`config.mk`:
```
export PLATFORM = sky130hd
export DESIGN_NAME = timer_scheduler
export DESIGN_NICKNAME = d
export VERILOG_FILES = /design/src/rtl/timer_scheduler.sv
export SDC_FILE = /design/constraint.sdc
export NUM_CORES = 1
export LEC_CHECK = 0
export BUFFER_PORTS_ARGS = -buffer_cell sky130_fd_sc_hd__buf_2
export CORE_AREA = 2 2 181 183
export CTS_CLUSTER_SIZE = 28
export DETAILED_ROUTE_END_ITERATION = 10
export DIE_AREA = 0 0 183 185
export PLACE_DENSITY_LB_ADDON = 0.05
export SYNTH_ARGS = -nofsm -noshare
export SYNTH_HDL_FRONTEND = slang
export SYNTH_SLANG_ARGS = --single-unit
```
`constraint.sdc`:
```
create_clock -name clk -period 2.8 [get_ports clk]
set_clock_uncertainty 0.2 [all_clocks]
set_input_delay 0.14 -clock clk [delete_from_list [all_inputs] [get_ports clk]]
set_output_delay 0.14 -clock clk [all_outputs]
set_load 0.01 [all_outputs]
```
`src/rtl/timer_scheduler.sv`:
```
// timer_scheduler: round-robin arbiter that lets NUM_REQ requesters share one
// external count-down timer. The winner's delay is latched, the timer is
// cleared/loaded for one cycle, enabled until it stops reporting a pending
// delay, and the owner then receives a one-cycle done pulse.
module timer_scheduler #(
  parameter int NUM_REQ = 4,
  parameter int WIDTH   = 64
) (
  input  logic                     clk,
  input  logic                     rst,
  input  logic [NUM_REQ-1:0]       req,
  input  logic [NUM_REQ*WIDTH-1:0] req_value,
  input  logic [NUM_REQ-1:0]       cancel,
  output logic [NUM_REQ-1:0]       grant,
  output logic [NUM_REQ-1:0]       done,
  output logic                     busy,
  output logic [WIDTH-1:0]         remaining,
  output logic                     timer_rst,
  output logic                     timer_enable,
  output logic                     timer_mode,
  output logic                     timer_count_once,
  output logic [WIDTH-1:0]         timer_count_down_value,
  input  logic [WIDTH-1:0]         timer_counter,
  input  logic                     timer_delay_pending
);

  localparam int IW = (NUM_REQ > 1) ? $clog2(NUM_REQ) : 1;

  typedef enum logic [1:0] {
    IDLE,
    LOAD,
    RUN,
    DONE
  } state_t;

  state_t           state_q, state_d;
  logic [IW-1:0]    owner_q, owner_d;
  logic [IW-1:0]    ptr_q, ptr_d;
  logic [WIDTH-1:0] value_q, value_d;
  logic [IW-1:0]    win_idx;
  logic [WIDTH-1:0] win_value;
  logic             win_found;
  logic [IW-1:0]    owner_inc;
  int unsigned      scan_k;

  // Round-robin search: first set request at or after the rotation pointer.
  always_comb begin
    win_found = 1'b0;
    win_idx   = '0;
    scan_k    = 0;
    for (int unsigned i = 0; i < NUM_REQ; i++) begin
      scan_k = (32'(ptr_q) + i) % NUM_REQ;
      if (!win_found && req[IW'(scan_k)]) begin
        win_found = 1'b1;
        win_idx   = IW'(scan_k);
      end
    end
  end

  // Delay slice of the current winner.
  always_comb begin
    win_value = '0;
    for (int unsigned i = 0; i < NUM_REQ; i++) begin
      if (win_idx == IW'(i)) begin
        win_value = req_value[i*WIDTH +: WIDTH];
      end
    end
  end

  assign owner_inc = IW'((32'(owner_q) + 1) % NUM_REQ);

  // State, owner, rotation pointer and latched delay registers.
  always_ff @(posedge clk) begin
    if (rst) begin
      state_q <= IDLE;
      owner_q <= '0;
      ptr_q   <= '0;
      value_q <= '0;
    end else begin
      state_q <= state_d;
      owner_q <= owner_d;
      ptr_q   <= ptr_d;
      value_q <= value_d;
    end
  end

  // Next-state logic and timer/requester outputs.
  always_comb begin
    state_d                = state_q;
    owner_d                = owner_q;
    ptr_d                  = ptr_q;
    value_d                = value_q;
    grant                  = '0;
    done                   = '0;
    busy                   = 1'b1;
    remaining              = '0;
    timer_rst              = 1'b0;
    timer_enable           = 1'b0;
    timer_mode             = 1'b1;
    timer_count_once       = 1'b0;
    timer_count_down_value = value_q;
    unique case (state_q)
      IDLE: begin
        busy                   = 1'b0;
        timer_rst              = 1'b1;
        timer_count_down_value = '0;
        if (win_found) begin
          state_d = LOAD;
          owner_d = win_idx;
          value_d = win_value;
        end
      end
      LOAD: begin
        grant     = NUM_REQ'(1) << owner_q;
        timer_rst = 1'b1;
        if (cancel[owner_q]) begin
          state_d = IDLE;
          ptr_d   = owner_inc;
        end else begin
          state_d = RUN;
        end
      end
      RUN: begin
        grant        = NUM_REQ'(1) << owner_q;
        timer_enable = 1'b1;
        remaining    = timer_counter;
        // Cancel takes priority over a simultaneous completion.
        if (cancel[owner_q]) begin
          state_d = IDLE;
          ptr_d   = owner_inc;
        end else if (!timer_delay_pending) begin
          state_d = DONE;
        end
      end
      DONE: begin
        grant   = NUM_REQ'(1) << owner_q;
        done    = NUM_REQ'(1) << owner_q;
        state_d = IDLE;
        ptr_d   = owner_inc;
      end
      default: state_d = IDLE;
    endcase
  end

endmodule

```
After elaboration in Yosys (flattened, before gate mapping):

Index checks and enable logic that the tools add are counted.

* add/subtract/negate cells: 4
* $lt $le $gt $ge: 5
* equality and inequality tests: 9
* shift-type cells: 1
* mux-type cells: 36
* reduce and logical (&&, ||, !) cells: 15

Operator list (count)
* $mux W64: 6
* $mux W2: 9
* $lt A2 B3 Y1 const B: 5
* $mux W1: 12
* $bmux W1 S2: 5
* $eq A2 B2 Y1 const B: 4
* $mux W4: 2
* $pmux W2 S4: 1
* $reduce_and A2 Y1: 3
* $add A2 B1 Y2 const B: 2
* $add A2 B2 Y2 const B: 2
* $eq A2 B1 Y1 const B: 2
* $logic_not A2 Y1: 2
* $pmux W2 S2: 1
* $reduce_or A2 Y1: 2
* $shl A1 B2 Y4 const A: 1
* $logic_and A1 B1 Y1: 3
* $logic_not A1 Y1: 3
* $ne A3 B3 Y1 const B: 1
* $reduce_or A3 Y1: 1
* $ne A2 B1 Y1 const B: 1
* $ne A2 B2 Y1 const B: 1
* $reduce_bool A2 Y1: 1

* flip-flop bits (word level): 70
* output and inout port bits: 141
* word-level logic and storage cells: 74

Depth between registers and ports, before layout:

* word-level depth: 17
* gate-level depth with buffers: 9
* gate-level depth less buffers: 7

Least setup slack after synthesis:

No wires, ideal clock.

* path kind: register -> register
* from: reg state_q[0]
* to: reg value_q[0]
* setup time: 0.083 ns
* arrival time: 1.478 ns
* setup slack: 1.040 ns
* stages on the path, launching flop included: 10
* buffers on the path: 3
* clock period less this slack: 1.760 ns
* cells stage by stage: dfxtp_1 -> inv_1 -> ha_1 -> buf_2 -> nand2b_2 -> nor2_1 -> nand2b_1 -> buf_4 -> buf_4 -> o221ai_1

* longest elaborated chain between the ends: 2

Ends and longest elaborated chain
* start, declared: RTL line 36 `state_t state_q, state_d;`
* start signal, assigned: RTL line 80 `state_q <= state_d;`
* $logic_not A2 Y1: RTL line 102 `unique case (state_q)`
* $reduce_and A2 Y1 (no source line)
* end signal, assigned: RTL line 83 `value_q <= value_d;`
* end, declared: RTL line 39 `logic [WIDTH-1:0] value_q, value_d;`

Every way passes these cells.
A chain may end at the register's enable or synchronous reset.

Worst setup path in the final report:

* from: reg ptr_q[0]
* to: reg value_q[6]

* longest elaborated chain between the ends: 17
* elaborated cells on any way between the ends: 34

Ends and longest elaborated chain
* start, declared: RTL line 38 `logic [IW-1:0] ptr_q, ptr_d;`
* start signal, assigned: RTL line 82 `ptr_q <= ptr_d;`
* branches (longest 17 deep; another with $add A2 B1 Y2)

Several ways; the timed one is not identified. The select of a mux whose other input is x is not followed.

==> metrics.md <==
| Metric | Value |
|---|---|
| Vias post-DR | `6792` |
| Critical path origin | `ptr_q[0]` |
| Synth Warn # | `0` |
| Layout Nets | `1603` |
| Crit-path cells | `inv_2, a21oi_1, a2bb2oi_4, buf_4, mux2i_1, dlygate4sd3_1, o221ai_1` |
| Num rows | `66` |
| Sequential share of power | `29.8%` |
| Largest family of logic cells by synthesized area | `multiplexers` |
| Sw Pwr | `0.00119 W` |
| Layout cells sized above 1 | `40.1%` |
| DRT iter0 DRCs | `153` |
| Layout area overhead | `112%` |
| Fill count | `3418` |
| Setup_tns | `0 ns` |
| Total Power | `0.00405 W` |
| Peak supply drop | `273 uV` |
| I/O Pins | `472` |
| DRT antenna net count | `0` |
| CP Class | `reg -> reg` |
| CTS tree | `done` |
| Clock Path Buffers | `2` |
| Number of synthesized flops with an enable pin | `0` |
| DRC | `0` |
| Die Ht | `185 um` |
| Slowest CP cell | `dlygate4sd3_1` |
| Max Transition Viols Final | `0` |
| Core ar. | `0.0320 mm2` |
| Port bufs | `469` |
| Critical Path AT | `2.60 ns` |
| Worst path required time | `2.80 ns` |
| Simple-Gate Fraction of Synth Area | `24.1%` |
| Pin count of the biggest net entering global routing | `57` |
| Yosys reg bits | `70` |
| Compound-Gate Fraction of Synth Area | `12.4%` |
| Mapped Area | `0.00503 mm2` |
| Final period utilization | `92.5%` |
| Synth Area in Adders | `1.99%` |
| Minimum clock period | `2.59 ns` |
| Starting density of the core | `15.7%` |
| R2R setup slack | `0.21 ns` |
| Logic pwr share | `38.2%` |
| Grt ovf | `0` |
| Clock transition at path regs | `0.06 ns` |
| Share of the synthesized area in the top cell type | `27.8%` |
| WP buf/inv | `3` |
| Wirelength per Cell | `15.5 um` |
| Async S/R FF share, synth | `0%` |
| Antenna violations before repair | `2` |
| Max-cap violations | `0` |
| Crit-path leading delay family | `buffers and inverters` |
| Clock Power Share | `32.0%` |
| Sequential share of the synthesized area | `27.8%` |
| Synth Area in XOR/XNOR | `0%` |
| Worst-Skew Late Latency | `0.34 ns` |
| Initial DRT Pass Iterations | `4` |
| Reg area | `0.00140 mm2` |
| CTS Sinks | `70` |
| P per Cell Area | `379 mW/mm2` |
| Avg Cell Area, Syn | `8.89 um2` |
| FF-to-FF Start | `ptr_q[0]` |
| Inserted Clock Buffers | `9` |
| Status | `completed` |
| Hold Path Origin | `timer_delay_pending` |
| Clock root buffer master | `clkbuf_16` |
| Vias in the first global route | `6952` |
| First-pass GRT wire length | `38300 um` |
| Vias per cell | `4.05` |
| Type of origin of the critical path | `flop` |
| Synth unique cells | `31` |
| Top cells by count, synth | `mux2i_1 (133), dfxtp_1 (70), nor2b_1 (69)` |
| Worst Hold Class | `in -> reg` |
| Primary FF master, synth | `dfxtp_1` |
| Setup violators final | `0` |
| P_int | `0.00285 W` |
| Mux cell area share after synthesis | `26.9%` |
| Post-CTS Setup Inserts | `0` |
| Area of the multi-input gates | `0.00332 mm2` |
| Dominant cell type by area after synthesis | `dfxtp_1` |
| Synth area leaders | `dfxtp_1 (28%), mux2i_1 (26%), o221ai_1 (11%)` |
| Wirelength, routed | `26100 um` |
| Leakage | `5.11 nW` |
| GRT Util Overall | `14.8%` |
| Synth Instances | `566` |
| Routability cong. | `0.756` |
| Die width | `183 um` |
| Max stage delay on crit path | `0.58 ns` |
| CP Capture Type | `flop` |
| Fmax achieved | `386 MHz` |
| Switching Fraction | `29.4%` |
| RSZ-0062 raised after global routing | `no` |
| Die area | `0.0339 mm2` |
| Synthesized Nets | `905` |
| CP max FO | `23` |
| H-tree level count | `3` |
| Hpwl dp | `19300 um` |
| Most common cell in the netlist | `mux2i_1` |
| Final Hold Fails | `0` |
[cell families (layout without fill, tap and decap cells)]
logic type	Yosys count	in the layout
simple gates	221	221
mux	134	134
compound gates	73	73
flops	70	70
buf+inv	58	760
fa+ha+maj	8	8
other cells	2	3
[cell usage in the layout (no fill, tap or decap), types with 5 or more instances in the layout]
master	instances
dfxtp_1	70
buf_12	6
inv_1	5
ha_1	7
nor2b_1	68
and2_1	68
nor2_1	7
dlygate4sd3_1	257
buf_4	7
clkbuf_16	9
o221ai_1	64
buf_2	469
mux2i_1	133
nand2_1	67
[worst register-to-register path, stage by stage, from the launching register on]
cell	delay, ns
dfxtp_1	0.35
inv_2	0.05
a21oi_1	0.22
a2bb2oi_4	0.28
buf_4	0.42
mux2i_1	0.27
dlygate4sd3_1	0.58
o221ai_1	0.11
[metal layers]
| layer | share of wire (%) | up-vias | wire [um] | track usage (%) |
|---|---|---|---|---|
| met5 | 0.042 | - | 11 | 0 |
| met4 | 2.6 | 2 | 687 | 4.83 |
| li1 | - | 3406 | - | - |
| met1 | 35 | 3062 | 9230 | 14.6 |
| met2 | 54 | 287 | 14200 | 29.4 |
| met3 | 7.6 | 35 | 1970 | 4.11 |
[sequential cells by signal (all words and copies together), names as in the netlist]
| name | count |
|---|---|
| state_q | 2 |
| ptr_q | 2 |
| owner_q | 2 |
| value_q | 64 |
[area by class of cell]
cell class	instances	share of cell area, %
Antenna cell	1	0.0235
Clock buffer	10	2.24
Clock inverter	5	0.762
Inverter	6	0.211
Multi-Input combinational cell	438	31.1
Sequential cell	70	13.1
Tap cell	408	4.79
Timing Repair Buffer	739	47.7
[power by group through the flow]
stage	Sequential [W]	Clock (W)	Combinational (W)
CTS	0.00121	0.00136	0.00157
finish	0.00121	0.00129	0.00155
global route	0.00122	0.00140	0.00169
detailed placement	0.00123	0	0.00116
global placement	0.00123	0	0.00117
floorplan	0.00121	0	0.000666
[what timing repair did]
item / in CTS / in global routing
hold buffers: 257 / 0
gates resized for setup: 0 / 0
hold endpoints to repair: 70 / 0
[stage by stage]
step / instances / util (%) / instance area, um2 / hold slack [ns] / setup WS, ns
after floorplan: 566 / - / 5030 / 0.140 / 1.04
after global placement: 1404 / 24.3 / 7770 / 0.237 / 0.660
after detailed placement: 1404 / 24.3 / 7770 / 0.239 / 0.696
after CTS: 1676 / 33.3 / 10700 / 0.0431 / 0.178
after global routing: 1676 / 33.3 / 10700 / 0.0988 / 0.0551
final: 1677 / 33.3 / 10700 / 0.0543 / 0.209
[final timing paths]
kind                      end  depth (start not counted)
setup / recovery   value_q[6]                          7
hold / removal     state_q[0]                          4
setup reg to reg   value_q[6]                          7
hold reg to reg   value_q[36]                          2
Power figures use the tool's default switching activity.
